### src/rtl/ram_port_arbiter_pkg.sv
// Shared definitions for the RAM port arbiter: data width, FSM state and
// owner encodings, and the byte-enable helper used when a request is latched.
package ram_port_arbiter_pkg;

  localparam int XLEN = 64;

  typedef enum logic [1:0] {
    ARB_IDLE = 2'd0,
    ARB_REQ  = 2'd1,
    ARB_WAIT = 2'd2
  } arb_state_e;

  localparam logic ARB_OWN_IF  = 1'b0;
  localparam logic ARB_OWN_MEM = 1'b1;

  // Reads always present a full-width byte enable to the RAM.
  function automatic logic [7:0] arb_byte_en(input logic we, input logic [7:0] be);
    return we ? be : 8'hFF;
  endfunction

endpackage

### src/rtl/ram_port_arbiter_if.sv
// Bundle of the IF requester, MEM requester and RAM port signals.
// slave = arbiter side, master = environment (requesters + RAM) side.
interface ram_port_arbiter_if;
  import ram_port_arbiter_pkg::*;

  logic            if_req_i;
  logic [XLEN-1:0] if_addr_i;
  logic            if_flush_i;
  logic            if_gnt_o;
  logic            if_rvalid_o;
  logic [XLEN-1:0] if_rdata_o;

  logic            mem_req_i;
  logic            mem_we_i;
  logic [XLEN-1:0] mem_addr_i;
  logic [7:0]      mem_byte_en_i;
  logic [XLEN-1:0] mem_wdata_i;
  logic            mem_gnt_o;
  logic            mem_rvalid_o;
  logic [XLEN-1:0] mem_rdata_o;

  logic            ram_req_o;
  logic            ram_we_o;
  logic [XLEN-1:0] ram_addr_o;
  logic [7:0]      ram_byte_en_o;
  logic [XLEN-1:0] ram_wdata_o;
  logic            ram_gnt_i;
  logic            ram_rvalid_i;
  logic [XLEN-1:0] ram_rdata_i;

  logic            busy_o;

  modport slave (
    input  if_req_i, if_addr_i, if_flush_i,
    output if_gnt_o, if_rvalid_o, if_rdata_o,
    input  mem_req_i, mem_we_i, mem_addr_i, mem_byte_en_i, mem_wdata_i,
    output mem_gnt_o, mem_rvalid_o, mem_rdata_o,
    output ram_req_o, ram_we_o, ram_addr_o, ram_byte_en_o, ram_wdata_o,
    input  ram_gnt_i, ram_rvalid_i, ram_rdata_i,
    output busy_o
  );

  modport master (
    output if_req_i, if_addr_i, if_flush_i,
    input  if_gnt_o, if_rvalid_o, if_rdata_o,
    output mem_req_i, mem_we_i, mem_addr_i, mem_byte_en_i, mem_wdata_i,
    input  mem_gnt_o, mem_rvalid_o, mem_rdata_o,
    input  ram_req_o, ram_we_o, ram_addr_o, ram_byte_en_o, ram_wdata_o,
    output ram_gnt_i, ram_rvalid_i, ram_rdata_i,
    input  busy_o
  );

endinterface

### src/rtl/ram_arb_sel.sv
// Priority select between IF and MEM candidates while the arbiter is idle.
// MEM has priority. With RAM_ARB_STARVE_GUARD_EN defined, a saturating
// counter of MEM grants taken while IF waits forces an IF grant once it
// reaches STARVE_LIMIT.
module ram_arb_sel
  import ram_port_arbiter_pkg::*;
#(
  parameter int STARVE_LIMIT = 4,
  parameter int CNT_W        = 3
) (
`ifdef RAM_ARB_STARVE_GUARD_EN
  input  logic       clk,
  input  logic       rst,
`endif
  input  logic       i_idle,
  input  logic       i_if_cand,
  input  logic       i_mem_cand,
  output logic       o_winner,
  output logic [1:0] o_gnt
);

  // Static configuration guard: the counter must be able to hold STARVE_LIMIT.
  if ((2 ** CNT_W) <= STARVE_LIMIT) begin : g_cnt_w_check
    $error("ram_arb_sel: CNT_W too narrow for STARVE_LIMIT");
  end

  logic w_force_if;

`ifdef RAM_ARB_STARVE_GUARD_EN
  logic [CNT_W-1:0] r_cnt;

  assign w_force_if = i_if_cand && (r_cnt == CNT_W'(STARVE_LIMIT));

  // Starvation counter: count MEM grants while IF waits, clear when IF is served or absent.
  always_ff @(posedge clk or posedge rst) begin
    if (rst) begin
      r_cnt <= '0;
    end else if (i_idle) begin
      if (!i_if_cand || o_gnt[ARB_OWN_IF]) begin
        r_cnt <= '0;
      end else if (o_gnt[ARB_OWN_MEM] && (r_cnt != {CNT_W{1'b1}})) begin
        r_cnt <= r_cnt + CNT_W'(1);
      end
    end
  end
`else
  assign w_force_if = 1'b0;
`endif

  // Winner selection; grants only exist in IDLE.
  always_comb begin
    o_winner = ARB_OWN_MEM;
    o_gnt    = 2'b00;
    if (i_idle) begin
      if (i_mem_cand && !w_force_if) begin
        o_winner              = ARB_OWN_MEM;
        o_gnt[ARB_OWN_MEM]    = 1'b1;
      end else if (i_if_cand) begin
        o_winner              = ARB_OWN_IF;
        o_gnt[ARB_OWN_IF]     = 1'b1;
      end else begin
        o_winner              = ARB_OWN_MEM;
      end
    end else begin
      o_gnt = 2'b00;
    end
  end

endmodule

### src/rtl/ram_port_arbiter.sv
// Shares one 64-bit RAM port between the IF (read-only) and MEM requesters,
// one transaction in flight at a time. Optional macro
// RAM_ARB_STARVE_GUARD_EN bounds how long IF can be starved by MEM.
module ram_port_arbiter
  import ram_port_arbiter_pkg::*;
#(
  parameter int STARVE_LIMIT = 4,
  parameter int CNT_W        = 3
) (
  input logic          clk,
  input logic          rst,
  ram_port_arbiter_if.slave bus
);

  arb_state_e      r_state, w_next;
  logic            r_owner, r_we, r_drop;
  logic [XLEN-1:0] r_addr, r_wdata, r_if_rdata, r_mem_rdata;
  logic [7:0]      r_be;
  logic            r_if_rvalid, r_mem_rvalid;

  logic            w_idle, w_if_cand, w_winner, w_done, w_flush_hit, w_drop_eff;
  logic [1:0]      w_gnt;

  assign w_idle    = (r_state == ARB_IDLE);
  assign w_if_cand = bus.if_req_i & ~bus.if_flush_i;

  ram_arb_sel #(
    .STARVE_LIMIT (STARVE_LIMIT),
    .CNT_W        (CNT_W)
  ) u_sel (
`ifdef RAM_ARB_STARVE_GUARD_EN
    .clk        (clk),
    .rst        (rst),
`endif
    .i_idle     (w_idle),
    .i_if_cand  (w_if_cand),
    .i_mem_cand (bus.mem_req_i),
    .o_winner   (w_winner),
    .o_gnt      (w_gnt)
  );

  // A flush only matters while IF owns a live transaction; it may land on the completion cycle.
  assign w_flush_hit = bus.if_flush_i & (r_owner == ARB_OWN_IF) & ~w_idle;
  assign w_drop_eff  = r_drop | w_flush_hit;

  // State register.
  always_ff @(posedge clk or posedge rst) begin
    if (rst) begin
      r_state <= ARB_IDLE;
    end else begin
      r_state <= w_next;
    end
  end

  // Next-state logic; w_done marks the cycle the RAM response is consumed.
  always_comb begin
    w_next = r_state;
    w_done = 1'b0;
    case (r_state)
      ARB_IDLE: begin
        if (|w_gnt) w_next = ARB_REQ;
        else        w_next = ARB_IDLE;
      end
      ARB_REQ: begin
        if (bus.ram_gnt_i && bus.ram_rvalid_i) begin
          w_next = ARB_IDLE;
          w_done = 1'b1;
        end else if (bus.ram_gnt_i) begin
          w_next = ARB_WAIT;
        end else begin
          w_next = ARB_REQ;
        end
      end
      ARB_WAIT: begin
        if (bus.ram_rvalid_i) begin
          w_next = ARB_IDLE;
          w_done = 1'b1;
        end else begin
          w_next = ARB_WAIT;
        end
      end
      default: begin
        w_next = ARB_IDLE;
        w_done = 1'b0;
      end
    endcase
  end

  // Latch the winner's payload at grant time; reads carry full byte enables and zero data.
  always_ff @(posedge clk or posedge rst) begin
    if (rst) begin
      r_owner <= ARB_OWN_IF;
      r_we    <= 1'b0;
      r_addr  <= '0;
      r_be    <= 8'h00;
      r_wdata <= '0;
    end else if (w_idle && (|w_gnt)) begin
      r_owner <= w_winner;
      if (w_winner == ARB_OWN_MEM) begin
        r_we    <= bus.mem_we_i;
        r_addr  <= bus.mem_addr_i;
        r_be    <= arb_byte_en(bus.mem_we_i, bus.mem_byte_en_i);
        r_wdata <= bus.mem_we_i ? bus.mem_wdata_i : '0;
      end else begin
        r_we    <= 1'b0;
        r_addr  <= bus.if_addr_i;
        r_be    <= arb_byte_en(1'b0, 8'h00);
        r_wdata <= '0;
      end
    end
  end

  // Drop flag, response pulses and held read data.
  always_ff @(posedge clk or posedge rst) begin
    if (rst) begin
      r_drop       <= 1'b0;
      r_if_rvalid  <= 1'b0;
      r_mem_rvalid <= 1'b0;
      r_if_rdata   <= '0;
      r_mem_rdata  <= '0;
    end else begin
      r_if_rvalid  <= w_done & (r_owner == ARB_OWN_IF) & ~w_drop_eff;
      r_mem_rvalid <= w_done & (r_owner == ARB_OWN_MEM);
      if (w_done) begin
        r_drop <= 1'b0;
      end else if (w_flush_hit) begin
        r_drop <= 1'b1;
      end
      if (w_done && (r_owner == ARB_OWN_IF) && !w_drop_eff) begin
        r_if_rdata <= bus.ram_rdata_i;
      end
      if (w_done && (r_owner == ARB_OWN_MEM)) begin
        r_mem_rdata <= bus.ram_rdata_i;
      end
    end
  end

  assign bus.if_gnt_o      = w_gnt[ARB_OWN_IF]  & ~rst;
  assign bus.mem_gnt_o     = w_gnt[ARB_OWN_MEM] & ~rst;
  assign bus.if_rvalid_o   = r_if_rvalid;
  assign bus.if_rdata_o    = r_if_rdata;
  assign bus.mem_rvalid_o  = r_mem_rvalid;
  assign bus.mem_rdata_o   = r_mem_rdata;
  assign bus.ram_req_o     = (r_state == ARB_REQ);
  assign bus.ram_we_o      = r_we;
  assign bus.ram_addr_o    = r_addr;
  assign bus.ram_byte_en_o = r_be;
  assign bus.ram_wdata_o   = r_wdata;
  assign bus.busy_o        = ~w_idle;

endmodule

### src/flat_wrapper.sv
// flat-port wrapper written by rule: the top's interface ports become plain ports
module ram_port_arbiter_flat import ram_port_arbiter_pkg::*;
#(
  parameter int STARVE_LIMIT = 4,
  parameter int CNT_W        = 3
)
  (clk, rst, bus_if_req_i, bus_if_addr_i, bus_if_flush_i, bus_if_gnt_o, bus_if_rvalid_o, bus_if_rdata_o, bus_mem_req_i, bus_mem_we_i, bus_mem_addr_i, bus_mem_byte_en_i, bus_mem_wdata_i, bus_mem_gnt_o, bus_mem_rvalid_o, bus_mem_rdata_o, bus_ram_req_o, bus_ram_we_o, bus_ram_addr_o, bus_ram_byte_en_o, bus_ram_wdata_o, bus_ram_gnt_i, bus_ram_rvalid_i, bus_ram_rdata_i, bus_busy_o);
  ram_port_arbiter_if bus_i ();
  input logic clk;
  input logic rst;
  input wire logic [$bits(bus_i.if_req_i)-1:0] bus_if_req_i;
  input wire logic [$bits(bus_i.if_addr_i)-1:0] bus_if_addr_i;
  input wire logic [$bits(bus_i.if_flush_i)-1:0] bus_if_flush_i;
  output wire logic [$bits(bus_i.if_gnt_o)-1:0] bus_if_gnt_o;
  output wire logic [$bits(bus_i.if_rvalid_o)-1:0] bus_if_rvalid_o;
  output wire logic [$bits(bus_i.if_rdata_o)-1:0] bus_if_rdata_o;
  input wire logic [$bits(bus_i.mem_req_i)-1:0] bus_mem_req_i;
  input wire logic [$bits(bus_i.mem_we_i)-1:0] bus_mem_we_i;
  input wire logic [$bits(bus_i.mem_addr_i)-1:0] bus_mem_addr_i;
  input wire logic [$bits(bus_i.mem_byte_en_i)-1:0] bus_mem_byte_en_i;
  input wire logic [$bits(bus_i.mem_wdata_i)-1:0] bus_mem_wdata_i;
  output wire logic [$bits(bus_i.mem_gnt_o)-1:0] bus_mem_gnt_o;
  output wire logic [$bits(bus_i.mem_rvalid_o)-1:0] bus_mem_rvalid_o;
  output wire logic [$bits(bus_i.mem_rdata_o)-1:0] bus_mem_rdata_o;
  output wire logic [$bits(bus_i.ram_req_o)-1:0] bus_ram_req_o;
  output wire logic [$bits(bus_i.ram_we_o)-1:0] bus_ram_we_o;
  output wire logic [$bits(bus_i.ram_addr_o)-1:0] bus_ram_addr_o;
  output wire logic [$bits(bus_i.ram_byte_en_o)-1:0] bus_ram_byte_en_o;
  output wire logic [$bits(bus_i.ram_wdata_o)-1:0] bus_ram_wdata_o;
  input wire logic [$bits(bus_i.ram_gnt_i)-1:0] bus_ram_gnt_i;
  input wire logic [$bits(bus_i.ram_rvalid_i)-1:0] bus_ram_rvalid_i;
  input wire logic [$bits(bus_i.ram_rdata_i)-1:0] bus_ram_rdata_i;
  output wire logic [$bits(bus_i.busy_o)-1:0] bus_busy_o;
  assign bus_i.if_req_i = bus_if_req_i;
  assign bus_i.if_addr_i = bus_if_addr_i;
  assign bus_i.if_flush_i = bus_if_flush_i;
  assign bus_if_gnt_o = bus_i.if_gnt_o;
  assign bus_if_rvalid_o = bus_i.if_rvalid_o;
  assign bus_if_rdata_o = bus_i.if_rdata_o;
  assign bus_i.mem_req_i = bus_mem_req_i;
  assign bus_i.mem_we_i = bus_mem_we_i;
  assign bus_i.mem_addr_i = bus_mem_addr_i;
  assign bus_i.mem_byte_en_i = bus_mem_byte_en_i;
  assign bus_i.mem_wdata_i = bus_mem_wdata_i;
  assign bus_mem_gnt_o = bus_i.mem_gnt_o;
  assign bus_mem_rvalid_o = bus_i.mem_rvalid_o;
  assign bus_mem_rdata_o = bus_i.mem_rdata_o;
  assign bus_ram_req_o = bus_i.ram_req_o;
  assign bus_ram_we_o = bus_i.ram_we_o;
  assign bus_ram_addr_o = bus_i.ram_addr_o;
  assign bus_ram_byte_en_o = bus_i.ram_byte_en_o;
  assign bus_ram_wdata_o = bus_i.ram_wdata_o;
  assign bus_i.ram_gnt_i = bus_ram_gnt_i;
  assign bus_i.ram_rvalid_i = bus_ram_rvalid_i;
  assign bus_i.ram_rdata_i = bus_ram_rdata_i;
  assign bus_busy_o = bus_i.busy_o;
  ram_port_arbiter #(.STARVE_LIMIT(STARVE_LIMIT), .CNT_W(CNT_W)) u_core (.clk(clk), .rst(rst), .bus(bus_i));
endmodule
### config.mk
export PLATFORM = sky130hd
export DESIGN_NAME = ram_port_arbiter_flat
export DESIGN_NICKNAME = d
export VERILOG_FILES = /design/src/rtl/ram_port_arbiter_pkg.sv /design/src/rtl/ram_port_arbiter_if.sv /design/src/rtl/ram_arb_sel.sv /design/src/rtl/ram_port_arbiter.sv /design/src/flat_wrapper.sv
export SDC_FILE = /design/constraint.sdc
export NUM_CORES = 1
export LEC_CHECK = 0
export CAP_MARGIN = 20
export CORE_AREA = 5 5 211 213
export DETAILED_ROUTE_END_ITERATION = 8
export DIE_AREA = 0 0 216 218
export GPL_TIMING_DRIVEN = 0
export RECOVER_POWER = 25
export SLEW_MARGIN = 20
export SYNTH_ARGS = -nofsm -noshare
export SYNTH_HDL_FRONTEND = slang
export SYNTH_SLANG_ARGS = --single-unit
### constraint.sdc
create_clock -name clk -period 11.7 [get_ports clk]
set_input_delay 1.755 -clock clk [delete_from_list [all_inputs] [get_ports clk]]
set_output_delay 1.755 -clock clk [all_outputs]
set_load 0.01 [all_outputs]
==> results_tabular.tex <==
\begin{tabular}{lr}
\hline
Metric & Value \\
\hline
\multicolumn{2}{l}{\textbf{Clock network}} \\
\quad Longest Clk Path Bufs & 3 \\
\quad Cts bufs inserted & 31 \\
\quad Quantity of hold-fixing buffers added after cts & 0 \\
\quad Setup Buffers After CTS & 0 \\
\quad TritonCTS clock tree & yes \\
\quad Clock insertion delay at the later pin of the skew report & 0.57 ns \\
\quad Clock transition at the registers of the reported paths & $\sim$0.06 ns \\
\quad Number of gates resized after cts & 0 \\
\quad Root Driver & sky130\_fd\_sc\_hd\_\_clkbuf\_16 \\
\quad Number of levels in the clock H-tree & 1 \\
\quad Clock Sink Count & about 270 \\
\multicolumn{2}{l}{\textbf{Run status}} \\
\quad Violations in the final reports & capacitance limit, slew limit \\
\quad Outcome & finished, violations left \\
\multicolumn{2}{l}{\textbf{Global route}} \\
\quad Combined global-route utilization of all metal layers & approximately 16\% \\
\quad Initial antenna violation count & 5 \\
\quad Number of global-route vias before repair & 9333 \\
\quad Largest net degree at the start of global routing & 98 \\
\quad Global-route wire length before repair & 58500 microns \\
\quad Global-route congestion overflow total & 0 \\
\multicolumn{2}{l}{\textbf{Placement}} \\
\quad Number of placed instances with taps included & $\sim$1800 \\
\quad HPWL reported at the end of detailed placement & approximately 30000 microns \\
\quad Worst setup timing slack at the placement stage & 5.75 ns \\
\quad Placed Instance Area & about 0.017 sq mm \\
\quad Final GP Congestion & approximately 0.79 \\
\quad Port buffer count & about 540 \\
\multicolumn{2}{l}{\textbf{Setup path}} \\
\quad Cells along the critical path & dlygate4sd3\_1 > inv\_8 > clkbuf\_1 \\
\quad Worst-path maximum fanout & 94 \\
\quad Type of element launching the critical path & primary input \\
\quad Cell at the slowest stage of the critical path & sky130\_fd\_sc\_hd\_\_clkbuf\_1 \\
\quad Bufs and invs on worst path & 3 \\
\quad Critical path type & in2async \\
\quad Element type at the critical path end & async pin \\
\quad CP delay by family, top & buffers and inverters \\
\quad Maximum cell stage delay along the critical path & approximately 3.1 ns \\
\quad Endpoint required time on the critical path & 11.32 ns \\
\quad Data arrival time of the worst path & around 6.2 ns \\
\multicolumn{2}{l}{\textbf{Timing}} \\
\quad Slew @ Worst Pin & 4.43 ns \\
\quad Relative max-transition margin & -196\% \\
\quad Hold Fails Final Rpt & 0 \\
\quad Setup violation total in the final timing report & 0 \\
\quad Hold slack final & around 0.48 ns \\
\quad Layout Skew & $\sim$0.017 ns \\
\quad Final setup slack of the worst path & between 5 and 6 ns \\
\quad Fin crit share & 56.1\% \\
\quad Slew Viols, Final & 84 \\
\quad Setup repair after global routing missed its margin & no \\
\quad Final critical-path required period & approximately 6.6 ns \\
\quad Top achievable clock speed & 152 MHz \\
\multicolumn{2}{l}{\textbf{Yosys}} \\
\quad Top cell type by total area after synthesis & sky130\_fd\_sc\_hd\_\_dfrtp\_1 \\
\quad Synth Cell Area & 0.0104 sq mm \\
\quad Cells after Synth & 687 \\
\quad Total number of yosys warnings & 0 \\
\quad Share of Yosys cell area claimed by the top area cell type & between 60 and 70\% \\
\quad Net count after synthesis & between 900 and 1000 \\
\quad Proportion of synthesized chip area in sequential cells & between 60 and 70\% \\
\quad Largest cells by area after synthesis & sky130\_fd\_sc\_hd\_\_dfrtp\_1, sky130\_fd\_sc\_hd\_\_mux2\_2, sky130\_fd\_sc\_hd\_\_a221o\_1, sky130\_fd\_sc\_hd\_\_a22o\_1, sky130\_fd\_sc\_hd\_\_and3\_1 \\
\quad Average size of a mapped cell & around 15 sq um \\
\quad Seq cells post-synth & between 200 and 300 \\
\quad Unique cell type count in the Yosys netlist & 27 \\
\multicolumn{2}{l}{\textbf{Floorplanning}} \\
\quad Die Ht & between 200 and 250 microns \\
\quad Horizontal die dimension & about 220 microns \\
\quad Floorplan die area & around 0.047 sq mm \\
\quad Effective utilization at floorplan & 24.5\% \\
\quad \# IOs & 543 \\
\quad Row Count & 76 \\
\quad Standard cell core area & between 0.04 and 0.05 sq mm \\
\multicolumn{2}{l}{\textbf{Final layout}} \\
\quad Area Growth Syn to Fin & 69.3\% \\
\quad Nets@finish & roughly 1500 \\
\quad Commonest cells after routing, fill and taps aside & sky130\_fd\_sc\_hd\_\_clkdlybuf4s50\_1, sky130\_fd\_sc\_hd\_\_dfrtp\_1, sky130\_fd\_sc\_hd\_\_mux2\_2 \\
\quad Fraction of layout cells with a size suffix above 1 & between 10\% and 20\% \\
\quad Non-Filler Instances & about 1800 \\
\quad Final core utilization & around 41\% \\
\quad Post-layout instance area & approximately 0.018 sq mm \\
\quad Most common cell after layout, fill and taps aside & sky130\_fd\_sc\_hd\_\_clkdlybuf4s50\_1 \\
\multicolumn{2}{l}{\textbf{Detailed routing}} \\
\quad Post-Route WL & a little under 40000 microns \\
\quad DRC errors left & 0 \\
\quad 1st-iter DRT viols & 343 \\
\quad Detail-routed via count per cell & between 4 and 5 \\
\quad Routed length per instance & approximately 21 microns \\
\quad Overall via count from detail\_route & 8380 \\
\quad Final ANT Viol Nets & 0 \\
\quad Initial DRT Pass Iterations & 4 \\
\multicolumn{2}{l}{\textbf{Pwr}} \\
\quad Total leakage power & 7.78 nW \\
\quad Worst voltage drop across the vdd grid & roughly 0.00012 V \\
\quad Total power divided by cell area & about 240 mW/mm\^{}2 \\
\multicolumn{2}{l}{\textbf{Worst hold path}} \\
\quad Path category of the worst min-delay check & reg2reg \\
\multicolumn{2}{l}{\textbf{Job}} \\
\quad Number of violations of the max-capacitance limit & 1 \\
\hline
\end{tabular}
==> flip-flops by register name, indices dropped and copies added (netlist names) <==
register	flops
u_core.bus.ram_addr_o	64
u_core.r_state	2
u_core.r_drop	1
u_core.bus.mem_rvalid_o	1
u_core.bus.ram_we_o	1
u_core.bus.mem_rdata_o	64
u_core.bus.ram_byte_en_o	8
u_core.r_owner	1
u_core.bus.ram_wdata_o	64
u_core.bus.if_rdata_o	64
u_core.bus.if_rvalid_o	1
==> worst register-to-register path: cells and delay by family, from the launching register on <==
kind | cells | cell delay, ns
buf+inv | 4 | 0.89
flops | 1 | 0.40
simple gates | 2 | 0.72
fa+ha+maj | 1 | 0.21
mux | 1 | 0.36
==> stage by stage <==
step / setup TNS (ns) / total power, W
2_1_floorplan: 0 / 0.00220
3_3_place_gp: -363.41 / 0.00329
3_5_place_dp: 0 / 0.00330
4_1_cts: 0 / 0.00434
5_1_grt: 0 / 0.00450
6_report: 0 / 0.00427
==> per-layer routing <==
metal | track usage [%] | vias up | part of all wire, %
li1 | - | 3770 | -
met5 | 0 | - | 0.11
met1 | 18.7 | 4168 | 39
met2 | 28.0 | 387 | 50
met4 | 3.50 | 6 | 1.9
met3 | 5.39 | 49 | 8.9
==> kinds of logic (layout without fill, tap and decap cells) <==
logic type	after synthesis	count (layout)	share of synthesized area (%)
flops	271	271	65.2
compound gates	143	143	12.7
mux	128	128	13.9
simple gates	79	79	4.81
buf+inv	62	664	2.98
fa+ha+maj	4	4	0.481
other cells	0	2	0
==> synth_stat cells (all sizes together) <==
| cell type | count |
|---|---|
| a221o | 64 |
| nor3b | 1 |
| ha | 4 |
| nand3 | 1 |
| nor2 | 3 |
| clkbuf | 20 |
| o21bai | 1 |
| a21boi | 1 |
| a21oi | 3 |
| buf | 37 |
| and3 | 66 |
| and4bb | 1 |
| nand2 | 1 |
| o22a | 8 |
| mux2 | 128 |
| inv | 5 |
| nand2b | 3 |
| and2 | 2 |
| nand4 | 1 |
| a22o | 64 |
| dfrtp | 271 |
| a21o | 2 |
==> layout make-up <==
| type | count | area (sq um) |
|---|---|---|
| clock inverters | 13 | 159 |
| multi-input cells | 354 | 3310 |
| diodes | 2 | 5.00 |
| well taps | 546 | 683 |
| flip-flops and latches | 271 | 6780 |
| fillers | 4034 | 24900 |
| plain buffers | 57 | 290 |
| repair buffers | 544 | 5460 |
| inverters | 5 | 26.3 |
| clock buffers | 45 | 908 |
==> final timing paths <==
path / from / endpoint / slack (ns) / depth (start not counted)
min in group asynchronous: rst / u_core.bus.ram_wdata_o[60]$_DFFE_PP0P_ / 1.86 / 2
worst min register to register: u_core.bus.ram_we_o$_DFFE_PP0P_ / u_core.bus.ram_we_o$_DFFE_PP0P_ / 0.48 / 1
max in group clk: rst / bus_if_gnt_o / 5.74 / 5
worst max-delay path: rst / u_core.bus.if_rdata_o[32]$_DFFE_PP0P_ / 5.14 / 3
worst max register to register: u_core.r_state[1]$_DFF_PP0_ / u_core.bus.if_rdata_o[10]$_DFFE_PP0P_ / 8.99 / 8
worst min-delay path: u_core.bus.ram_we_o$_DFFE_PP0P_ / u_core.bus.ram_we_o$_DFFE_PP0P_ / 0.48 / 1
==> where the power goes <==
| group | leakage [nW] | internal [W] | switching, W |
|---|---|---|---|
| logic | 3.80 | 0.00103 | 0.000704 |
| registers | 3.44 | 0.00131 | 0.000217 |
| clock network | 0.535 | 0.000605 | 0.000399 |
| total | 7.78 | 0.00295 | 0.00132 |
Power figures use the tool's default switching activity.
